## src/rtl/spi_pkg.sv

```systemverilog
`default_nettype none
// ============================================================================
// Module   : spi_pkg
// Purpose  : Shared definitions for the SPI responder shift paths (transmit
//            and the matching receive shifter).
// Contents : SPI_STATE_W / SPI_IDLE / SPI_ARMED / SPI_SHIFT state encodings,
//            SPI_DEFAULT_WIDTH, SPI_SYNC_STAGES.
// Config   : SPI_TX_SYNC_EN defined   -> 2 synchronizer flops per SPI input
//            SPI_TX_SYNC_EN undefined -> single capture flop (inputs must be
//                                        clk-synchronous)
// Revision : 1.0 - initial release
// ============================================================================
package spi_pkg;

    localparam int SPI_STATE_W = 2;

    localparam logic [SPI_STATE_W-1:0] SPI_IDLE  = 2'd0;
    localparam logic [SPI_STATE_W-1:0] SPI_ARMED = 2'd1;
    localparam logic [SPI_STATE_W-1:0] SPI_SHIFT = 2'd2;

    localparam int SPI_DEFAULT_WIDTH = 8;

`ifdef SPI_TX_SYNC_EN
    localparam int SPI_SYNC_STAGES = 2;
`else
    localparam int SPI_SYNC_STAGES = 1;
`endif

endpackage
`default_nettype wire

```

## src/rtl/spi_edge_detect.sv

```systemverilog
`default_nettype none
// ============================================================================
// Module   : spi_edge_detect
// Purpose  : Brings one SPI pin into the clk domain and produces 1-clk rise
//            and fall pulses plus the synchronized level aligned with them.
//            Pulses appear SYNC_STAGES+1 clk edges after the pin changes.
// Ports    : clk    in  system clock
//            reset  in  asynchronous active-high reset
//            din    in  pin to observe (may be asynchronous to clk)
//            level  out synchronized level (same timing as the pulses)
//            rise   out 1-clk pulse on a 0->1 transition
//            fall   out 1-clk pulse on a 1->0 transition
// Revision : 1.0 - initial release
// ============================================================================
module spi_edge_detect #(
    parameter int   SYNC_STAGES = 1,
    parameter logic RESET_VAL   = 1'b0
) (
    input  logic clk,
    input  logic reset,
    input  logic din,
    output logic level,
    output logic rise,
    output logic fall
);

    logic [SYNC_STAGES-1:0] r_sync;
    // Warm-up shift register: pulses stay suppressed until both the last
    // sync stage and r_prev hold genuine pin samples, so leaving reset with
    // the pin already away from RESET_VAL does not fake an edge.
    logic [SYNC_STAGES:0]   r_warm;
    logic                   r_prev;
    logic                   r_rise;
    logic                   r_fall;

    always_ff @(posedge clk or posedge reset) begin
        if (reset) begin
            r_sync <= {SYNC_STAGES{RESET_VAL}};
            r_warm <= '0;
            r_prev <= RESET_VAL;
            r_rise <= 1'b0;
            r_fall <= 1'b0;
        end else begin
            r_sync[0] <= din;
            for (int i = 1; i < SYNC_STAGES; i++) begin
                r_sync[i] <= r_sync[i-1];
            end
            r_warm[0] <= 1'b1;
            for (int i = 1; i <= SYNC_STAGES; i++) begin
                r_warm[i] <= r_warm[i-1];
            end
            r_prev <= r_sync[SYNC_STAGES-1];
            r_rise <= r_warm[SYNC_STAGES] &  r_sync[SYNC_STAGES-1] & ~r_prev;
            r_fall <= r_warm[SYNC_STAGES] & ~r_sync[SYNC_STAGES-1] &  r_prev;
        end
    end

    assign level = r_prev;
    assign rise  = r_rise;
    assign fall  = r_fall;

endmodule
`default_nettype wire

```

## src/rtl/spi_tx_shifter.sv

```systemverilog
`default_nettype none
// ============================================================================
// Module   : spi_tx_shifter
// Purpose  : SPI responder transmit path (mode 0). Accepts a word through
//            valid/ready and shifts it out MSB-first on miso during a
//            chip-select frame. sclk/cs_n are oversampled in the clk domain.
// Ports    : clk, reset (async, active-high)
//            tx_data/tx_valid/tx_ready  parallel word handshake
//            sclk, cs_n                 SPI pins from the initiator
//            miso, miso_oe              serial data and pad enable
//            tx_done     1-clk pulse, full frame sent
//            tx_underrun 1-clk pulse, frame started with no word loaded
//            tx_abort    1-clk pulse, cs_n released before WIDTH bits
// Config   : SPI_TX_SYNC_EN selects 2-flop synchronizers (3 clk event
//            latency) instead of a single capture flop (2 clk latency).
// Revision : 1.0 - initial release
// ============================================================================
module spi_tx_shifter
    import spi_pkg::*;
#(
    parameter int WIDTH = SPI_DEFAULT_WIDTH
) (
    input  logic             clk,
    input  logic             reset,
    input  logic [WIDTH-1:0] tx_data,
    input  logic             tx_valid,
    output logic             tx_ready,
    input  logic             sclk,
    input  logic             cs_n,
    output logic             miso,
    output logic             miso_oe,
    output logic             tx_done,
    output logic             tx_underrun,
    output logic             tx_abort
);

    localparam int c_cnt_w = $clog2(WIDTH + 1);
    localparam logic [c_cnt_w-1:0] c_cnt_full = c_cnt_w'(WIDTH);
    localparam logic [c_cnt_w-1:0] c_cnt_one  = c_cnt_w'(1);

    logic                   w_sclk_rise;
    logic                   w_sclk_fall;
    logic                   w_unused_sclk_level;
    logic                   w_cs_rise;
    logic                   w_cs_fall;
    logic                   w_cs_level;
    logic [c_cnt_w-1:0]     w_cnt_inc;

    logic [SPI_STATE_W-1:0] r_state;
    logic [WIDTH-1:0]       r_hold;
    logic [WIDTH-1:0]       r_shift;
    logic [c_cnt_w-1:0]     r_cnt;
    logic                   r_ready;
    logic                   r_done;
    logic                   r_underrun;
    logic                   r_abort;

    spi_edge_detect #(
        .SYNC_STAGES (SPI_SYNC_STAGES),
        .RESET_VAL   (1'b0)
    ) u_sclk_edge (
        .clk   (clk),
        .reset (reset),
        .din   (sclk),
        .level (w_unused_sclk_level),
        .rise  (w_sclk_rise),
        .fall  (w_sclk_fall)
    );

    // cs_n idles high, so its synchronizer resets to 1 (pad disabled).
    spi_edge_detect #(
        .SYNC_STAGES (SPI_SYNC_STAGES),
        .RESET_VAL   (1'b1)
    ) u_cs_edge (
        .clk   (clk),
        .reset (reset),
        .din   (cs_n),
        .level (w_cs_level),
        .rise  (w_cs_rise),
        .fall  (w_cs_fall)
    );

    assign w_cnt_inc = r_cnt + c_cnt_one;

    always_ff @(posedge clk or posedge reset) begin
        if (reset) begin
            r_state    <= SPI_IDLE;
            r_hold     <= '0;
            r_shift    <= '0;
            r_cnt      <= '0;
            r_ready    <= 1'b1;
            r_done     <= 1'b0;
            r_underrun <= 1'b0;
            r_abort    <= 1'b0;
        end else begin
            r_done     <= 1'b0;
            r_underrun <= 1'b0;
            r_abort    <= 1'b0;
            case (r_state)
                SPI_IDLE: begin
                    if (w_cs_fall) begin
                        // A word offered in the same cycle as the frame start
                        // goes straight into the shifter.
                        r_cnt   <= '0;
                        r_ready <= 1'b0;
                        r_state <= SPI_SHIFT;
                        if (tx_valid) begin
                            r_shift <= tx_data;
                        end else begin
                            r_shift    <= '0;
                            r_underrun <= 1'b1;
                        end
                    end else if (tx_valid) begin
                        r_hold  <= tx_data;
                        r_ready <= 1'b0;
                        r_state <= SPI_ARMED;
                    end
                end
                SPI_ARMED: begin
                    if (w_cs_fall) begin
                        r_shift <= r_hold;
                        r_cnt   <= '0;
                        r_state <= SPI_SHIFT;
                    end
                end
                SPI_SHIFT: begin
                    if (w_sclk_rise && (w_cnt_inc == c_cnt_full)) begin
                        r_cnt   <= c_cnt_full;
                        r_done  <= 1'b1;
                        r_ready <= 1'b1;
                        r_state <= SPI_IDLE;
                    end else if (w_cs_rise) begin
                        r_abort <= 1'b1;
                        r_ready <= 1'b1;
                        r_state <= SPI_IDLE;
                    end else if (w_sclk_rise && (r_cnt != c_cnt_full)) begin
                        r_cnt <= w_cnt_inc;
                    end else if (w_sclk_fall && (r_cnt != '0) && (r_cnt != c_cnt_full)) begin
                        // The initiator has sampled the current bit; present the next.
                        r_shift <= {r_shift[WIDTH-2:0], 1'b0};
                    end
                end
                default: begin
                    r_state <= SPI_IDLE;
                    r_ready <= 1'b1;
                end
            endcase
        end
    end

    assign miso_oe     = ~w_cs_level;
    assign miso        = miso_oe & (r_state == SPI_SHIFT) & r_shift[WIDTH-1];
    assign tx_ready    = r_ready;
    assign tx_done     = r_done;
    assign tx_underrun = r_underrun;
    assign tx_abort    = r_abort;

endmodule
`default_nettype wire

```

## config.mk

```make
export PLATFORM = sky130hd
export DESIGN_NAME = spi_tx_shifter
export DESIGN_NICKNAME = d
export VERILOG_FILES = /design/src/rtl/spi_pkg.sv /design/src/rtl/spi_edge_detect.sv /design/src/rtl/spi_tx_shifter.sv
export SDC_FILE = /design/constraint.sdc
export NUM_CORES = 1
export LEC_CHECK = 0
export CAP_MARGIN = 20
export CORE_MARGIN = 2
export CORE_UTILIZATION = 58
export CTS_BUF_LIST = sky130_fd_sc_hd__clkbuf_8
export CTS_CLUSTER_SIZE = 14
export DETAILED_ROUTE_END_ITERATION = 7
export PLACE_DENSITY = 0.81
export SLEW_MARGIN = 5
export SYNTH_ARGS = -nofsm -noshare
export SYNTH_HDL_FRONTEND = slang
export SYNTH_HIERARCHICAL = 1
export SYNTH_SLANG_ARGS = --single-unit
export TNS_END_PERCENT = 5
```

## constraint.sdc

```tcl
create_clock -name clk -period 2.1 [get_ports clk]
set_input_delay 0.63 -clock clk [delete_from_list [all_inputs] [get_ports clk]]
set_output_delay 0.63 -clock clk [all_outputs]
set_load 0.02 [all_outputs]
```

==> results of run 1 <==
-- path summary, 6_finish.rpt --
path	start	to	slack [ns]	depth (start not counted)
worst min-delay path	u_sclk_edge/r_warm[0]	u_sclk_edge/r_warm[1]	0.36	0
worst max register to register	r_cnt[0]	r_shift[7]	0.15	6
min in group asynchronous	reset	u_sclk_edge/r_sync	0.61	2
worst max-delay path	tx_ready	tx_ready	0.05	1
worst min register to register	u_sclk_edge/r_warm[0]	u_sclk_edge/r_warm[1]	0.36	0
max in group asynchronous	reset	tx_ready	1.12	3
-- repair_timing --
item | in CTS | in global routing
hold buffers | 0 | 0
resized for setup | 1 | 2
setup endpoints to repair | 1 | 1
-- cell type report --
cell class | instances | share of cell area
tap | 44 | 0.0251
sequential | 38 | 0.436
clock buffer | 5 | 0.0314
inverter | 11 | 0.0189
clock inverter | 3 | 0.00971
timing repair buffer | 26 | 0.107
multi-input combinational | 110 | 0.371
-- power breakdown --
group          leakage, nW  internal, W  total, W  switching [W]
combinational        0.466     0.000512   0.00115       0.000638
clock               0.0441     0.000233  0.000495       0.000262
sequential           0.466     0.000950   0.00107       0.000118
-- cell usage in the layout (no fill, tap or decap), drive strengths merged --
cell           count
and3b              4
clkdlybuf4s50     17
and3               4
o31a               1
a41oi              1
a2bb2oi            1
clkinvlp           1
nor3b              1
conb               2
a21o               1
mux2i              1
o31ai              3
and2               1
nand2b             2
a21boi             1
a22oi              3
nor2              16
o41ai              1
clkbuf             6
xnor2              2
a31oi              1
buf                8
a21oi             16
dfstp              3
o21ai              4
o211ai             1
a22o               6
nand3              2
nor2b              2
nand2             12
inv               11
nand4              2
o311a              1
or3                1
mux2               9
o22ai              1
o2bb2ai            1
dfrtp             35
clkinv             2
ha                 6
-- sequential cells by signal, summed over array words and instances (netlist names), 2 cells and up --
name                count
u_cs_edge/r_warm        2
r_cnt                   4
r_hold                  8
u_sclk_edge/r_warm      2
r_shift                 8
r_state                 2
-- through the flow --
| stage | instance area, sq um | setup WS [ns] | instances | total power [W] |
|---|---|---|---|---|
| floorplan | 1850 | 0.0885 | 166 | 0.00192 |
| global placement | 2100 | 0.103 | 229 | 0.00214 |
| detailed placement | 2100 | 0.0670 | 229 | 0.00222 |
| CTS | 2190 | 0.00414 | 237 | 0.00273 |
| global route | 2190 | 0.00173 | 237 | 0.00290 |
| finish | 2190 | 0.0469 | 237 | 0.00271 |
-- cell families after synthesis --
kind of cell,after synthesis,share of synthesized area
AND/OR/NAND/NOR,47,0.141
AO/OA/AOI/OAI,43,0.180
flip-flops,38,0.516
buffers and inverters,18,0.0453
multiplexers,10,0.0601
adder cells (fa/ha/maj),6,0.0405
other,2,0.00406
XOR/XNOR,2,0.0135
-- per-layer routing --
layer | vias up | GRT usage
li1 | 628 | -
met1 | 660 | 0.292
met2 | 26 | 0.376
met3 | 6 | 0.0661
met4 | 0 | 0.106
met5 | - | 0
==> key figures, run 1 <==
Floorplan
  • Die area: 0.00366 sq mm
  • # rows: 20
  • Starting Density: 0.607
  • # IOs: 19
  • Die Ht: 60.5 microns
  • Die width: 60.5 microns
  • Core area: 0.00305 sq mm

Yosys
  • Yosys warnings: 6
  • Dominant cells by area after synthesis: dfrtp_1 47%, mux2_2 4.9%, dfstp_2 4.3%, ha_1 4.1%, a21oi_1 3.2%
  • FF+latch count, synth: 38
  • Async set-reset flop share out of synthesis: 1.00
  • Primary FF master, synth: dfrtp_1
  • Yosys top cell by area: dfrtp_1
  • Library cells used by synthesis: 47
  • Mapped Area: 0.00185 sq mm
  • Syn_nets: 185
  • Synth top area share: 0.473
  • Synth top cells by count: 35 x dfrtp_1, 13 x nor2_1, 12 x a21oi_1, 12 x nand2_1, 11 x inv_1
  • EDFF count, synth: 0
  • Most frequent cell after synthesis: dfrtp_1
  • Seq/Total Area, Yosys: 0.516
  • Cells after synthesis: 166
  • Syn Area/Cell: 11.2 sq um

Run status
  • Status: completed

Worst setup path
  • Slowest stage delay, CP: 0.60 ns
  • Crit Path Max Fanout: 2
  • Crit-path slowest cell: clkdlybuf4s50_1
  • WP buf/inv: 1
  • Cell breakdown of the critical path: clkdlybuf4s50_1
  • Cell family with most CP delay: buffers and inverters
  • Req. time, crit path: 1.47 ns
  • Critical path startpoint category: flip-flop
  • CP Capture Type: output pin
  • WS Path Type: reg2out
  • Critical path arrival: 1.42 ns

Final layout
  • Layout cell share with drive strength beyond 1: 0.249
  • Ant diodes: 0
  • Fillers: 244
  • Post-layout util: 0.717
  • Area of the multi-input gates: 813 sq um
  • Final Net Count: 211
  • Register area: 955 sq um
  • Area Growth Syn to Fin: 18.2%

Clock tree
  • Worst-path clk slew: 0.07 ns
  • CTS tree: yes
  • Clk sink count: 38
  • Worst skew pair latency: 0.29 ns
  • H-Tree Depth: 2
  • Clk buf depth: 2
  • Cts bufs inserted: 5
  • CTS root buffer: clkbuf_8
  • Buffer count from post-CTS setup fixing: 0

STA
  • Setup violators final: 0
  • Minimum clock period after layout: 2.05 ns
  • Worst slew margin: 0.622
  • Final-report hold violation count: 0
  • Worst-Margin Slew: 0.567 ns
  • Unrepaired setup endpoints after global routing: no
  • Final setup skew: 0.00911 ns
  • WHS: 0.361 ns
  • FMAX: 487 MHz
  • TNS Setup: 0 ns
  • Final worst path period share: 0.978
  • Max-slew violations: 0

Global route
  • Pin count of the biggest net entering global routing: 20
  • Total gr overflow: 0
  • Vias in the first global route: 1,394
  • Global-route wire length before repair: 6070 microns
  • GRT Util Overall: 0.232
  • Antenna violations before repair: 0

Routing
  • Top sig layer: met4
  • Metal1 wirelength: 1640 microns
  • Metal2 WL: 1800 microns
  • Final ANT Viol Nets: 0
  • WL final: 3590 microns
  • WL/cell: 15.1 microns
  • DR WL met3: 104 microns
  • TritonRoute pass-1 iters: 4
  • Initial DRC Count: 68
  • Via count: 1,320
  • DRC: 0
  • Via-to-Cell Ratio: 5.57

Power
  • Pwr/cell area: 1240 mW/mm^2
  • Leak: 0.977 nW
  • Max rail drop VDD: 0.870 mV

Min path
  • Hold crit path type: reg2reg

Placed design
  • Final RePlAce weighted congestion: 0.830
  • Number of port buffers: 18
  • Hpwl dp: 2500 microns

Flow run
  • Max Cap Viol: 0
(Power assumes the default switching activity.)
==> inputs of run 2 (changes only) <==
--- a/config.mk
+++ b/config.mk
@@ -8,7 +8,7 @@
 export CAP_MARGIN = 20
 export CORE_MARGIN = 2
 export CORE_UTILIZATION = 58
-export CTS_BUF_LIST = sky130_fd_sc_hd__clkbuf_8
+export CTS_BUF_LIST = sky130_fd_sc_hd__clkbuf_4 sky130_fd_sc_hd__clkbuf_8
 export CTS_CLUSTER_SIZE = 14
 export DETAILED_ROUTE_END_ITERATION = 7
 export PLACE_DENSITY = 0.81
==> constraint.sdc (replaced) <==
create_clock -name clk -period 2.35 [get_ports clk]
set_input_delay 0.705 -clock clk [delete_from_list [all_inputs] [get_ports clk]]
set_output_delay 0.705 -clock clk [all_outputs]
set_load 0.02 [all_outputs]
==> run 2 against run 1 <==
Routed wire length decreased by 3.5%. Worst setup slack improved by 0.12 ns. First-iteration DRC count fell by 18%. Sequential cell count stayed put. Sequential share of layout area rose by 0.99 points. Total power down 16%. Via count decreased by 0.38%. Final cell count decreased by 1.3%. Worst hold slack gained 0.018 ns. Clock power down 29%. Largest cell class unchanged.
==> key figures, run 2 (same netlist as run 1, synthesis figures left out) <==
STA
  • Minimum clock period after layout: 2.18 ns
  • Setup violators final: 0 (unchanged)
  • TNS Setup: 0 ns (unchanged)
  • Unrepaired setup endpoints after global routing: no
  • Final WS setup: 0.167 ns (+0.120 ns)
  • Max-slew violations: 0 (unchanged)
  • Final-report hold violation count: 0 (unchanged)
  • FMAX: 458 MHz
  • Worst slew margin: 0.610 (-0.0116)
  • Worst-Margin Slew: 0.584 ns (+0.0173 ns)
  • Final worst path period share: 0.929
  • Final setup skew: 0.00595 ns (-0.00316 ns)

Final layout
  • Ant diodes: 0 (unchanged)
  • Most frequent cells in the layout: 35 x dfrtp_1, 17 x clkdlybuf4s50_1, 13 x nor2_1
  • Fillers: 245 (+0.41%)
  • Area Growth Syn to Fin: 15.6%
  • Register area: 955 sq um (unchanged)
  • Final Net Count: 208 (-1.4%)
  • Largest registers: r_hold x8, r_shift x8, r_cnt x4
  • Most common cell after layout, fill and taps aside: dfrtp_1
  • Layout cell share with drive strength beyond 1: 0.237 (-0.0119)
  • Area of the multi-input gates: 813 sq um (unchanged)

Clock tree
  • Gates resized, CTS repair: 1 (unchanged)
  • Buffer count from post-CTS setup fixing: 0 (unchanged)
  • H-Tree Depth: 2 (unchanged)
  • Worst-path clk slew: 0.11 ns (+0.04 ns)
  • # hold bufs at CTS: 0 (unchanged)
  • CTS root buffer: clkbuf_4
  • Worst skew pair latency: 0.33 ns (+0.04 ns)
  • Clk sink count: 38 (unchanged)
  • Clk buf depth: 2 (unchanged)
  • CTS tree: yes
  • Cts bufs inserted: 5 (unchanged)

Placed design
  • Final RePlAce weighted congestion: 0.800 (-3.6%)
  • Number of port buffers: 18 (unchanged)
  • Hpwl dp: 2640 microns (+5.4%)
  • Post-Place Worst Slack: 0.172 ns (+0.105 ns)

Worst setup path
  • Reg2reg setup slack: 0.33 ns (+0.18 ns)
  • Cell family with most CP delay: buffers and inverters
  • Crit Path Max Fanout: 2 (unchanged)
  • Cell breakdown of the critical path: clkdlybuf4s50_1
  • WS Path Type: reg2out
  • Slowest stage delay, CP: 0.60 ns (about the same)
  • Req. time, crit path: 1.64 ns (+0.17 ns)
  • CP Capture Type: output pin
  • Crit-path slowest cell: clkdlybuf4s50_1
  • Critical path startpoint category: flip-flop
  • Critical path arrival: 1.48 ns (+0.06 ns)
  • WP buf/inv: 1 (unchanged)

Global route
  • Total gr overflow: 0 (unchanged)
  • Vias in the first global route: 1,314 (-5.7%)
  • Antenna violations before repair: 0 (unchanged)
  • Global-route wire length before repair: 5840 microns (-3.8%)
  • GRT Util Overall: 0.219 (-0.0134)
  • Pin count of the biggest net entering global routing: 20 (unchanged)

Run status
  • Status: completed

Routing
  • TritonRoute pass-1 iters: 4 (unchanged)
  • Final ANT Viol Nets: 0 (unchanged)
  • Via-to-Cell Ratio: 5.62 (+0.90%)
  • WL/cell: 14.8 microns (-2.3%)
  • DRC: 0 (unchanged)
  • WL final: 3460 microns (-3.5%)
  • Initial DRC Count: 56 (-18%)
  • Via count: 1,315 (-0.38%)

Floorplan
  • Starting Density: 0.607 (unchanged)
  • Die width: 60.5 microns (unchanged)
  • Core area: 0.00305 sq mm (unchanged)
  • Die area: 0.00366 sq mm (unchanged)
  • # rows: 20 (unchanged)
  • # IOs: 19 (unchanged)
  • Die Ht: 60.5 microns (unchanged)

Power
  • Pwr/cell area: 1070 mW/mm^2 (-14%)
  • Leak: 0.952 nW (-2.5%)
  • Max rail drop VDD: 0.735 mV (-15%)

Min path
  • Hold crit path type: reg2reg

Flow run
  • Max Cap Viol: 0 (unchanged)
## run 2: power by group
part	leakage (nW)	switching, W	internal (W)
logic	0.452	0.000547	0.000430
clock network	0.0343	0.000209	0.000144
registers	0.466	0.000112	0.000848
total	0.952	0.000868	0.00142
## run 2: worst paths after layout
check / from / to / cells past startpoint
worst max register to register: r_state[1] / r_shift[3] / 7
worst min register to register: u_cs_edge/r_sync / u_cs_edge/level / 0
min in group asynchronous: reset / u_cs_edge/r_warm[0] / 2
worst max-delay path: tx_ready / tx_ready / 1
worst min-delay path: u_cs_edge/r_sync / u_cs_edge/level / 0
max in group asynchronous: reset / tx_ready / 3
## run 2: per-stage QoR
| step | instance area (sq um) | util | total power [W] | hold slack (ns) | instances |
|---|---|---|---|---|---|
| 3_5_place_dp | 2080 | 0.682 | 0.00195 | 0.354 | 226 |
| 4_1_cts | 2140 | 0.702 | 0.00231 | 0.376 | 234 |
| 5_1_grt | 2140 | 0.701 | 0.00245 | 0.385 | 234 |
| 2_1_floorplan | 1850 | - | 0.00171 | 0.331 | 166 |
| 3_3_place_gp | 2080 | 0.682 | 0.00189 | 0.333 | 226 |
| 6_report | 2140 | 0.701 | 0.00229 | 0.379 | 234 |
## run 2: final cells by class
type	instances	share of cell area
Clock buffer	6	0.0240
Clock inverter	2	0.00584
Inverter	11	0.0193
Multi-Input combinational cell	110	0.380
Sequential cell	38	0.446
Tap cell	44	0.0257
Timing Repair Buffer	23	0.0994
## run 2: per-layer routing
layer	track usage	up-vias	part of all wire
li1	-	624	-
met1	0.274	653	0.44
met2	0.371	33	0.52
met3	0.0618	5	0.036
met4	0.0683	0	0.010
met5	0	-	0
==> inputs of run 3 (changes only) <==
--- a/config.mk
+++ b/config.mk
@@ -7,11 +7,10 @@
 export LEC_CHECK = 0
 export CAP_MARGIN = 20
 export CORE_MARGIN = 2
-export CORE_UTILIZATION = 58
-export CTS_BUF_LIST = sky130_fd_sc_hd__clkbuf_4 sky130_fd_sc_hd__clkbuf_8
+export CORE_UTILIZATION = 60
 export CTS_CLUSTER_SIZE = 14
 export DETAILED_ROUTE_END_ITERATION = 7
-export PLACE_DENSITY = 0.81
+export PLACE_DENSITY = 0.84
 export SLEW_MARGIN = 5
 export SYNTH_ARGS = -nofsm -noshare
 export SYNTH_HDL_FRONTEND = slang
==> constraint.sdc (replaced) <==
create_clock -name clk -period 2.8 [get_ports clk]
set_input_delay 0.84 -clock clk [delete_from_list [all_inputs] [get_ports clk]]
set_output_delay 0.84 -clock clk [all_outputs]
set_load 0.02 [all_outputs]
==> run 3 against run 2 <==
Critical path depth increased by 3. Non-clock buffer count decreased by 2. Sequential cell count unchanged. Total power decreased by 18%. Die area decreased by 3.1%. Global-route usage increased by 1.2 points. Highest routed layer unchanged.
==> key figures, run 3 (same netlist as run 1, synthesis figures left out) <==
Clock tree
  • Clk buf depth: 2 (unchanged)
  • H-Tree Depth: 2 (unchanged)
  • # hold bufs at CTS: 0 (unchanged)
  • Cts bufs inserted: 5 (unchanged)
  • Worst-path clk slew: 0.10 ns (about the same)
  • Worst skew pair latency: 0.33 ns (about the same)
  • Gates resized, CTS repair: 0 (-1)
  • Clk sink count: 38 (unchanged)
  • CTS root buffer: clkbuf_4
  • CTS tree: yes
  • Buffer count from post-CTS setup fixing: 0 (unchanged)

Placed design
  • Post-Place Worst Slack: 0.491 ns (+0.319 ns)
  • Hpwl dp: 2420 microns (-8.3%)
  • Placed cell count: 213 (-5.8%)
  • Number of port buffers: 18 (unchanged)
  • Final RePlAce weighted congestion: 0.805 (+0.55%)
  • Post-DP Area: 0.00205 sq mm (-1.4%)

STA
  • Final worst path period share: 0.955
  • FMAX: 374 MHz
  • Max-slew violations: 0 (unchanged)
  • Setup violators final: 0 (unchanged)
  • WHS: 0.360 ns (-0.0190 ns)
  • Unrepaired setup endpoints after global routing: no
  • Minimum clock period after layout: 2.67 ns
  • Final setup skew: 0.0101 ns (+0.00414 ns)
  • Worst-Margin Slew: 0.539 ns (-0.0451 ns)
  • TNS Setup: 0 ns (unchanged)
  • Final-report hold violation count: 0 (unchanged)
  • Worst slew margin: 0.640 (+0.0301)
  • Final WS setup: 0.126 ns (-0.0409 ns)

Worst setup path
  • Critical path arrival: 1.83 ns (+0.35 ns)
  • Slowest stage delay, CP: 0.61 ns (about the same)
  • Crit-path slowest cell: clkdlybuf4s50_1
  • Req. time, crit path: 1.96 ns (+0.32 ns)
  • Cell breakdown of the critical path: inv_1 > ha_1 > and3_1 > clkdlybuf4s50_1
  • WS Path Type: reg2out
  • WP buf/inv: 2 (+1)
  • CP Capture Type: output pin
  • Crit Path Max Fanout: 4 (+2)
  • Critical path startpoint category: flip-flop
  • Cell family with most CP delay: buffers and inverters

Global route
  • GRT Util Overall: 0.231 (+0.0124)
  • Global-route wire length before repair: 5970 microns (+2.2%)
  • Vias in the first global route: 1,294 (-1.5%)
  • Antenna violations before repair: 0 (unchanged)
  • Total gr overflow: 0 (unchanged)
  • Pin count of the biggest net entering global routing: 27 (+35%)

Final layout
  • Most frequent cells in the layout: 35 x dfrtp_1, 18 x clkdlybuf4s50_1, 13 x nor2_1
  • Fillers: 216 (-12%)
  • Area Growth Syn to Fin: 14.1%
  • Ant diodes: 0 (unchanged)
  • Final Net Count: 206 (-0.96%)
  • Layout Cell Area excl Fill: 0.00211 sq mm (-1.3%)
  • Final cell count without fillers: 221 (-5.6%)
  • Layout cell share with drive strength beyond 1: 0.218 (-0.0188)
  • Largest registers: r_hold x8, r_shift x8, r_cnt x4
  • Most common cell after layout, fill and taps aside: dfrtp_1

Routing
  • WL/cell: 15.4 microns (+3.9%)
  • DRC: 0 (unchanged)
  • Initial DRC Count: 66 (+18%)
  • Via-to-Cell Ratio: 5.80 (+3.2%)
  • Via count: 1,282 (-2.5%)
  • WL final: 3400 microns (-1.8%)
  • Final ANT Viol Nets: 0 (unchanged)
  • TritonRoute pass-1 iters: 4 (unchanged)

Power
  • Int Power: 0.00118 W (-17%)
  • Combinational group share of total power: 0.420 (-0.007)
  • Leak: 0.942 nW (-1.1%)
  • Max rail drop VDD: 0.664 mV (-9.6%)
  • Flop pwr share: 0.427 (+0.008)
  • Total net switching power: 0.000707 W (-19%)
  • Sw Share: 0.374 (-0.00467)
  • Clk pwr share: 0.152 (-0.002)
  • Pwr/cell area: 893 mW/mm^2 (-17%)

Floorplan
  • Die width: 59.6 microns (-1.6%)
  • Starting Density: 0.617 (+0.0101)
  • Die Ht: 59.6 microns (-1.6%)
  • # IOs: 19 (unchanged)
  • # rows: 20 (unchanged)
  • Die area: 0.00355 sq mm (-3.1%)
  • Core area: 0.00300 sq mm (-1.6%)

Flow run
  • Max Cap Viol: 0 (unchanged)

Run status
  • Status: completed

Min path
  • Hold crit path type: reg2reg
## run 3: changes by cell type in the layout (fill, tap and decap cells not counted), sizes merged
cell           before  now
clkinvlp            1    0
buf                 5    3
clkdlybuf4s50      17   18
## run 3: stage by stage
step,util,total power [W]
6_report,0.704,0.00189
5_1_grt,0.704,0.00202
4_1_cts,0.704,0.00190
3_5_place_dp,0.684,0.00161
3_3_place_gp,0.684,0.00156
2_1_floorplan,-,0.00144
## run 3: power by group through the flow
stage	Combinational, W	Clock, W	Sequential (W)
floorplan	0.000639	0	0.000799
global placement	0.000758	0	0.000801
detailed placement	0.000793	0	0.000819
CTS	0.000800	0.000297	0.000806
global route	0.000877	0.000324	0.000823
finish	0.000794	0.000287	0.000807
## run 3: area by class of cell
type / instances / area, sq um / share of cell area
sequential: 38 / 955 / 0.452
inverter: 11 / 41.3 / 0.0195
clock buffer: 7 / 55.1 / 0.0261
tap: 33 / 41.3 / 0.0195
timing repair buffer: 21 / 203 / 0.0959
clock inverter: 1 / 5.00 / 0.00237
multi-input combinational: 110 / 813 / 0.385
## run 3: metal layers
metal | share of wire | vias up | routed length (microns) | track usage
li1 | - | 625 | - | -
met1 | 0.41 | 606 | 1410 | 0.299
met2 | 0.51 | 42 | 1720 | 0.374
met3 | 0.057 | 9 | 195 | 0.0633
met4 | 0.020 | 0 | 69 | 0.0825
met5 | 0 | - | 0 | 0
## run 3: worst reg2reg max path, stage by stage, from the launching register on
cell,delay (ns)
dfrtp_1,0.42
inv_1,0.10
ha_1,0.37
o21ai_0,0.37
o311a_2,0.50
mux2_1,0.37
## run 3: worst paths after layout
kind	from	endpoint	slack, ns	cells after the start
setup / recovery	r_state[0]	miso	0.13	4
hold reg to reg	u_cs_edge/r_warm[0]	u_cs_edge/r_warm[1]	0.36	0
min in group asynchronous	reset	u_cs_edge/fall	0.76	2
max in group asynchronous	reset	tx_ready	1.60	3
hold / removal	u_cs_edge/r_warm[0]	u_cs_edge/r_warm[1]	0.36	0
setup reg to reg	r_state[1]	r_shift[7]	0.56	5
